**src/rtl/approx_error_monitor.sv**
```systemverilog
// ---------------------------------------------------------------------------
// approx_error_monitor
//
// Error-characterisation stage for the approximate prefix adders. Each
// accepted sample carries the adder operands plus the approximate result.
// The exact sum is recomputed and statistics are accumulated over a window
// of 2^WINDOW_LOG2 samples: mismatch count, sum of error distances and the
// maximum error distance. The done flag marks results as valid.
//
// Optional feature: define APPROX_MON_BIAS_EN to add the signed bias_sum
// accumulator and port. The default build omits them.
//
// Ports:
//   clk         rising-edge clock
//   rst_n       synchronous active-low reset
//   start       pulse, clears statistics and opens a window (IDLE/DONE only)
//   in_valid    sample present on the input bus
//   in_ready    monitor accepts a sample this cycle (registered)
//   op_a, op_b  adder operands (WIDTH bits)
//   cin         adder carry-in
//   approx_res  approximate result {carry_out, sum} (WIDTH+1 bits)
//   busy        window in progress (RUN or DRAIN)
//   done        results valid, held until next start or reset
//   err_count   samples whose approx_res differed from the exact sum
//   ed_sum      sum of |exact - approx_res|
//   ed_max      maximum |exact - approx_res|
//   bias_sum    signed sum of (approx_res - exact), APPROX_MON_BIAS_EN only
// ---------------------------------------------------------------------------
module approx_error_monitor #(
    parameter int WIDTH       = 16,
    parameter int WINDOW_LOG2 = 8
) (
    input  logic                           clk,
    input  logic                           rst_n,
    input  logic                           start,
    input  logic                           in_valid,
    output logic                           in_ready,
    input  logic [WIDTH-1:0]               op_a,
    input  logic [WIDTH-1:0]               op_b,
    input  logic                           cin,
    input  logic [WIDTH:0]                 approx_res,
    output logic                           busy,
    output logic                           done,
    output logic [WINDOW_LOG2:0]           err_count,
    output logic [WIDTH+WINDOW_LOG2:0]     ed_sum,
    output logic [WIDTH:0]                 ed_max
`ifdef APPROX_MON_BIAS_EN
    ,
    output logic [WIDTH+WINDOW_LOG2+1:0]   bias_sum
`endif
);

    localparam logic [WINDOW_LOG2:0] SAMPLES = (WINDOW_LOG2+1)'(1) << WINDOW_LOG2;
    localparam logic [WINDOW_LOG2:0] LAST    = SAMPLES - (WINDOW_LOG2+1)'(1);

    typedef enum logic [1:0] {
        IDLE  = 2'd0,
        RUN   = 2'd1,
        DRAIN = 2'd2,
        DONE  = 2'd3
    } state_t;

    state_t                 state_reg, state_next;
    logic                   drain_reg, drain_next;
    logic [WINDOW_LOG2:0]   cnt_reg, cnt_next;
    logic                   in_ready_reg, in_ready_next;

    logic                   accept;
    logic                   start_clear;

    // S1 pipeline registers
    logic                   s1_valid_reg;
    logic [WIDTH:0]         s1_exact_reg;
    logic [WIDTH:0]         s1_approx_reg;

    // S2 combinational error terms
    logic [WIDTH:0]         diff_bits;
    logic                   mismatch;
    logic [WIDTH:0]         ed;

    // Statistics
    logic [WINDOW_LOG2:0]       err_count_reg;
    logic [WIDTH+WINDOW_LOG2:0] ed_sum_reg;
    logic [WIDTH:0]             ed_max_reg;

    assign accept      = in_valid && in_ready_reg;
    // start is only honoured between windows; inside a window it is ignored.
    assign start_clear = start && ((state_reg == IDLE) || (state_reg == DONE));

    // ---------------------------------------------------------------------
    // Control FSM
    // ---------------------------------------------------------------------
    always_comb begin
        state_next    = state_reg;
        drain_next    = 1'b0;
        cnt_next      = cnt_reg;
        in_ready_next = 1'b0;

        case (state_reg)
            IDLE: begin
                if (start) begin
                    state_next = RUN;
                    cnt_next   = '0;
                end
            end
            RUN: begin
                if (accept) begin
                    cnt_next = cnt_reg + (WINDOW_LOG2+1)'(1);
                    if (cnt_reg == LAST) begin
                        state_next = DRAIN;
                    end
                end
                // Registered ready: stays low once the final sample is taken.
                in_ready_next = (cnt_next < SAMPLES);
            end
            DRAIN: begin
                // Two cycles lets the last sample pass S1 and S2.
                drain_next = 1'b1;
                if (drain_reg) begin
                    state_next = DONE;
                    drain_next = 1'b0;
                end
            end
            DONE: begin
                if (start) begin
                    state_next = RUN;
                    cnt_next   = '0;
                end
            end
            default: begin
                state_next = IDLE;
            end
        endcase
    end

    always_ff @(posedge clk) begin
        if (!rst_n) begin
            state_reg    <= IDLE;
            drain_reg    <= 1'b0;
            cnt_reg      <= '0;
            in_ready_reg <= 1'b0;
        end else begin
            state_reg    <= state_next;
            drain_reg    <= drain_next;
            cnt_reg      <= cnt_next;
            in_ready_reg <= in_ready_next;
        end
    end

    // ---------------------------------------------------------------------
    // S1: capture exact sum and approximate result
    // ---------------------------------------------------------------------
    always_ff @(posedge clk) begin
        if (!rst_n) begin
            s1_valid_reg  <= 1'b0;
            s1_exact_reg  <= '0;
            s1_approx_reg <= '0;
        end else begin
            s1_valid_reg <= accept && !start_clear;
            if (accept) begin
                s1_exact_reg  <= {1'b0, op_a} + {1'b0, op_b} + {{WIDTH{1'b0}}, cin};
                s1_approx_reg <= approx_res;
            end
        end
    end

    // ---------------------------------------------------------------------
    // S2: error distance and mismatch
    // ---------------------------------------------------------------------
    genvar gi;
    generate
        for (gi = 0; gi <= WIDTH; gi++) begin : g_diff
            assign diff_bits[gi] = s1_exact_reg[gi] ^ s1_approx_reg[gi];
        end
    endgenerate

    assign mismatch = |diff_bits;
    assign ed = (s1_exact_reg >= s1_approx_reg) ? (s1_exact_reg - s1_approx_reg)
                                                : (s1_approx_reg - s1_exact_reg);

    always_ff @(posedge clk) begin
        if (!rst_n) begin
            err_count_reg <= '0;
            ed_sum_reg    <= '0;
            ed_max_reg    <= '0;
        end else if (start_clear) begin
            err_count_reg <= '0;
            ed_sum_reg    <= '0;
            ed_max_reg    <= '0;
        end else if (s1_valid_reg) begin
            err_count_reg <= err_count_reg + {{WINDOW_LOG2{1'b0}}, mismatch};
            ed_sum_reg    <= ed_sum_reg + {{WINDOW_LOG2{1'b0}}, ed};
            if (ed > ed_max_reg) begin
                ed_max_reg <= ed;
            end
        end
    end

`ifdef APPROX_MON_BIAS_EN
    logic [WIDTH+1:0]             bias_diff;
    logic [WIDTH+WINDOW_LOG2+1:0] bias_sum_reg;

    // approx - exact as a signed WIDTH+2-bit value, sign-extended on add.
    assign bias_diff = {1'b0, s1_approx_reg} - {1'b0, s1_exact_reg};

    always_ff @(posedge clk) begin
        if (!rst_n) begin
            bias_sum_reg <= '0;
        end else if (start_clear) begin
            bias_sum_reg <= '0;
        end else if (s1_valid_reg) begin
            bias_sum_reg <= bias_sum_reg + {{WINDOW_LOG2{bias_diff[WIDTH+1]}}, bias_diff};
        end
    end

    assign bias_sum = bias_sum_reg;
`endif

    assign in_ready  = in_ready_reg;
    assign busy      = (state_reg == RUN) || (state_reg == DRAIN);
    assign done      = (state_reg == DONE);
    assign err_count = err_count_reg;
    assign ed_sum    = ed_sum_reg;
    assign ed_max    = ed_max_reg;

endmodule
```
**config.mk**
```make
export PLATFORM = sky130hd
export DESIGN_NAME = approx_error_monitor
export DESIGN_NICKNAME = d
export VERILOG_FILES = /design/src/rtl/approx_error_monitor.sv
export SDC_FILE = /design/constraint.sdc
export NUM_CORES = 1
export LEC_CHECK = 0
export CORE_MARGIN = 3
export CORE_UTILIZATION = 55
export CTS_CLUSTER_DIAMETER = 40
export DETAILED_ROUTE_END_ITERATION = 8
export PLACE_DENSITY = 0.91
export SYNTH_ARGS = -nofsm -noshare
export SYNTH_HDL_FRONTEND = slang
export SYNTH_SLANG_ARGS = --single-unit
```
**constraint.sdc**
```tcl
create_clock -name clk -period 5.3 [get_ports clk]
set_clock_uncertainty 0.05 [all_clocks]
set_input_delay 1.06 -clock clk [delete_from_list [all_inputs] [get_ports clk]]
set_output_delay 1.06 -clock clk [all_outputs]
set_load 0.005 [all_outputs]
```
Word-level counts from Yosys, hierarchy flattened --
Cells that the tools add are included.
Word-level totals: flip-flop bits (word level) 99, input bits 54, output and inout bits 54
Cells by class: $add $sub $neg 7, magnitude comparators 3, eq/ne operators 8, mux-type cells 11, bitwise operators 18, reductions and logical operators 16
Operator list (count):
- $sub A17 B17 Y17 | 2
- $mux W9 | 3
- $add A25 B17 Y25 | 1
- $pmux W9 S2 | 1
- $add A16 B16 Y17 | 1
- $add A17 B1 Y17 | 1
- $ge A17 B17 Y1 | 1
- $gt A17 B17 Y1 | 1
- $mux W17 | 1
- $reduce_or A17 Y1 | 1
- $xor A1 B1 Y1 | 17
- $add A9 B1 Y9 | 1
- $add A9 B1 Y9 const B | 1
- $eq A9 B8 Y1 const B | 1
- $lt A9 B9 Y1 const B | 1
- $mux W2 | 4
- $reduce_and A2 Y1 | 4
- $ne A2 B2 Y1 const B | 3
- $pmux W2 S3 | 1
- $eq A2 B2 Y1 const B | 2
- $reduce_and A4 Y1 | 1
- $reduce_or A2 Y1 | 2
- $logic_and A1 B1 Y1 | 3
- $eq A2 B1 Y1 const B | 1
- 7 further kinds | 8

Logic depth before layout (Yosys ltp) --
depth in word-level cells 5, mapped depth 23, mapped depth without buffers 20

Worst setup path after synthesis --
OpenSTA, ideal clock, no wires.
path kind register to register, from register s1_exact_reg[4], to register ed_max_reg[0], in the netlist ed_max[0], library setup time 0.128 ns, arrival time 4.314 ns, data required time 5.122 ns, path slack 0.809 ns, stages on the path, launching flop included 22, clock period less this slack 4.491 ns, cell sequence dfxtp_1 > inv_1 > ha_1 > buf_6 > a21o_1 > a2111o_1 > o211ai_2 > nand3_2 > mux2i_4 > o21ai_0 > xnor2_1 > ha_1 > a21o_1 > a21o_1 > a21oi_1 > o211ai_1 > o211ai_1 > clkbuf_1 > clkbuf_1 > nor2_1 > a21oi_1 > nor2_1
Between the ends: longest elaborated chain between the ends 4, elaborated cells between the ends (all ways) 6
Ends and longest elaborated chain:
- start, declared | line 73 | logic [WIDTH:0] s1_exact_reg;
- start signal, assigned | line 161 | s1_exact_reg <= {1'b0, op_a} + {1'b0, op_b} + {{WIDTH{1'b0}}, cin};
- $sub A17 B17 Y17 (tied with other cells) | line 179 | : (s1_approx_reg - s1_exact_reg);
- $mux W17 * | line 178 | assign ed = (s1_exact_reg >= s1_approx_reg) ? (s1_exact_reg - s1_approx_reg)
- named net ed[14] | line 79 | logic [WIDTH:0] ed;
- $gt A17 B17 Y1 * | line 193 | if (ed > ed_max_reg) begin
- $reduce_and A2 Y1 (no source line) *
- end signal, assigned | line 185 | ed_max_reg <= '0;
- end signal, assigned | line 189 | ed_max_reg <= '0;
- end signal, assigned | line 194 | ed_max_reg <= ed;
- end, declared | line 84 | logic [WIDTH:0] ed_max_reg;
Mark *: on every way through the listed nets, which the timed path passes. The rest lies on a longest branch. A chain may end at the register's enable or synchronous reset.

Worst setup path in the final report --
from register s1_exact_reg[4], to register ed_sum_reg[14], in the netlist ed_sum[14]
Between the ends: longest elaborated chain between the ends 3, elaborated cells between the ends (all ways) 5
Ends and longest elaborated chain:
- $ge A17 B17 Y1 | line 178
- $mux W17 | line 178
- named net ed[2] | line 79
- $add A25 B17 Y25 | line 192 | ed_sum_reg <= ed_sum_reg + {{WINDOW_LOG2{1'b0}}, ed};
- end signal, assigned | line 192
- end, declared | line 83 | logic [WIDTH+WINDOW_LOG2:0] ed_sum_reg;
The timed path passes the listed nets, and every way through them passes these cells.

==> metrics.yaml <==
status: "finished clean"
drv_cap: 0
vias_per_cell: 5.66
clock_latency_ns: 0.36
grt_max_degree: 56
worstSetupEndpointType: "flop"
gp_congestion: 0.919
cp_num_cells: 17
largest_reg_flops: 25
cpPeakStageDelay_ns: 0.42
multi_input_area_mm2: 0.00508
drc: 0
core_mm2: 0.0133
worst_pin_slew_ns: 1.02
worstSetupPathType: "reg2reg"
irDropWorstVdd_mv: 0.265
ys_seq_elements: 99
ys_warn_count: 0
period_minus_slack_ns: 5.05
area_growth_pct: 20.1
h-tree-depth: 3
slowest_stage: "a2111o_1"
hpwl_um: 13200
synth_cell_types: 72
antennaDiodeCount: 0
fillers: 1013
fmax_ghz: 0.198
synth_top_area_share_pct: 26.4
fin_setup_tns_ns: 0
grt_pass1_wl_um: 28700
row_count: 42
regArea_mm2: 0.00198
critPathLaunch: "s1_exact_reg[4]$_SDFFE_PN0P_"
vias: 6798
final_area_mm2: 0.00902
reg2reg_slack_ns: 0.25
tritoncts: "built"
drt_wl_total_um: 17100
fin_crit_sh_pct: 95.3
r2r_cells: 17
max_slew_margin_pct: 31.7
clock_sinks: 99
arrival_ns: 5.27
synth_area_leader_cell: "dfxtp_1"
hp-class: "reg2reg"
worstPathMaxFanout: 9
track_usage_pct: 22.9
synthTopCellsByCount: "101 x nand2_1, 99 x dfxtp_1, 91 x ha_1"
drv_slew: 0
pin_count: 108
clk_pin_slew_ns: 0.07
cts_inserted_buffers: 9
p_per_area_mw_per_mm2: 439
placed_cells: 1185
synthesis.area_mm2: 0.00751
cts_buffer_depth: 2
r2r-end: "ed_sum[14]$_SDFFE_PP0P_"
die_y_um: 123
synth_flop_cell: "dfxtp_1"
rsz0062_at_grt: "false"
seq_area_frac_synth_pct: 26.4
postRouteAntennaNets: 0
start_util_pct: 56.5
drt_iter0_drc: 575
synth_nets: 1084
crit_end: "ed_sum[14]$_SDFFE_PP0P_"
cts_root_buf: "clkbuf_16"
fin_nets: 1170
synth_most_common_cell: "nand2_1"
crit_family: "compound AO/OA/AOI/OAI gates"
grt_pass1_vias: 6370
async_flop_share_pct: 0
timing.rr.start: "s1_exact_reg[4]$_SDFFE_PN0P_"
gr-total-overflow: 0
die_x_um: 123
antenna_found_initial: 0
totalPowerFinal_w: 0.00396
die-area_mm2: 0.0151
placed_area_mm2: 0.00869
wl_per_cell_um: 14.3
port_buffers: 107
synth_edf_count: 0
layout-drive-gt1-share_pct: 4.59
leakage_nw: 3.69
finalHoldWorstSlack_ns: 0.427
finalSetupViolations: 0
path_buf_inv: 1
postCtsSetupBuffers: 0
worstPathRequired_ns: 5.52
postSynthAreaPerCell_um2: 8.04
startpoint_type: "flop"
synthCells: 934
synth_area_leaders: "dfxtp_1 26%, ha_1 15%, nand2_1 5.0%"
finalNonFillerCells: 1201
drt-pass1-iter-count: 5
crit_chain: "inv_1, ha_1, a21o_1, a2111o_1, o211ai_2, and3_1, mux2i_1, xnor2_1, ha_1, nor2b_1, o31ai_1, a21oi_1, o311a_1, o31a_1, o31ai_1, mux2_2, a21oi_1"
finalHoldViolations: 0
## worst min-delay path: stages (launching register included)
cell and delay [ns]:
dfxtp_1 0.31, nand2_1 0.05, a21boi_0 0.06
## area by class of cell
class | instances | share of cell area [%]
timing repair buffer | 115 | 12.5
sequential | 99 | 22.0
multi-input combinational | 718 | 56.3
inverter | 77 | 3.21
clock inverter | 5 | 0.680
tap | 176 | 2.44
clock buffer | 11 | 2.80
## cells by family after synthesis
group / synth area share [%]
compound gates: 22.7
xor+xnor: 4.67
fa+ha+maj: 16.5
buf+inv: 6.10
flops: 26.4
mux: 4.50
simple gates: 19.1
## per-stage QoR
| stage | utilization (%) | worst slack, ns |
|---|---|---|
| after floorplan | - | 0.809 |
| after global routing | 67.8 | 0.0330 |
| after global placement | 65.4 | 0.558 |
| after CTS | 67.7 | 0.328 |
| after detailed placement | 65.4 | 0.401 |
| final | 67.8 | 0.247 |
## layout by cell type, fill, tap and decap left out, types with 14 or more instances in the layout
master and instances:
a211oi_1 19, a21boi_0 22, a21o_1 24, a21oi_1 66
clkdlybuf4s50_1 107, dfxtp_1 99, ha_1 91, inv_1 76
mux2i_1 27, nand2_1 101, nand3_1 19, nor2_1 70
nor2b_1 16, nor3_1 14, o21ai_0 35, xnor2_1 24
xor2_1 16
## worst min path at each step
stage	start	slack, ns	cells after the start	end
floorplan	cnt_reg[8]$_SDFFE_PN0P_	0.38	1	in_ready$_SDFF_PN0_
global placement	s1_approx_reg[16]$_SDFFE_PN0P_	0.41	2	s1_approx_reg[16]$_SDFFE_PN0P_
detailed placement	cnt_reg[8]$_SDFFE_PN0P_	0.40	1	in_ready$_SDFF_PN0_
CTS	cnt_reg[8]$_SDFFE_PN0P_	0.43	1	in_ready$_SDFF_PN0_
global route	s1_approx_reg[14]$_SDFFE_PN0P_	0.46	2	s1_approx_reg[14]$_SDFFE_PN0P_
finish	s1_approx_reg[16]$_SDFFE_PN0P_	0.43	2	s1_approx_reg[16]$_SDFFE_PN0P_
## layer usage
layer	wire (um)	GRT usage [%]
met5	0	0
met4	313	8.19
met3	883	2.63
met2	7840	38.3
met1	8090	30.6
## report_power, final
group          switching, W  internal (W)  leakage [nW]  total [W]
logic               0.00137       0.00108          2.74    0.00245
clock network      0.000292      0.000392         0.144   0.000684
registers         0.0000364      0.000786         0.799   0.000823
## timing repair
item | CTS | global route
endpoints found under the hold margin | 0 | 0
gates resized for setup | 0 | 2
hold buffers | 0 | 0
endpoints found under the setup margin | 0 | 4
(Power assumes the default switching activity.)
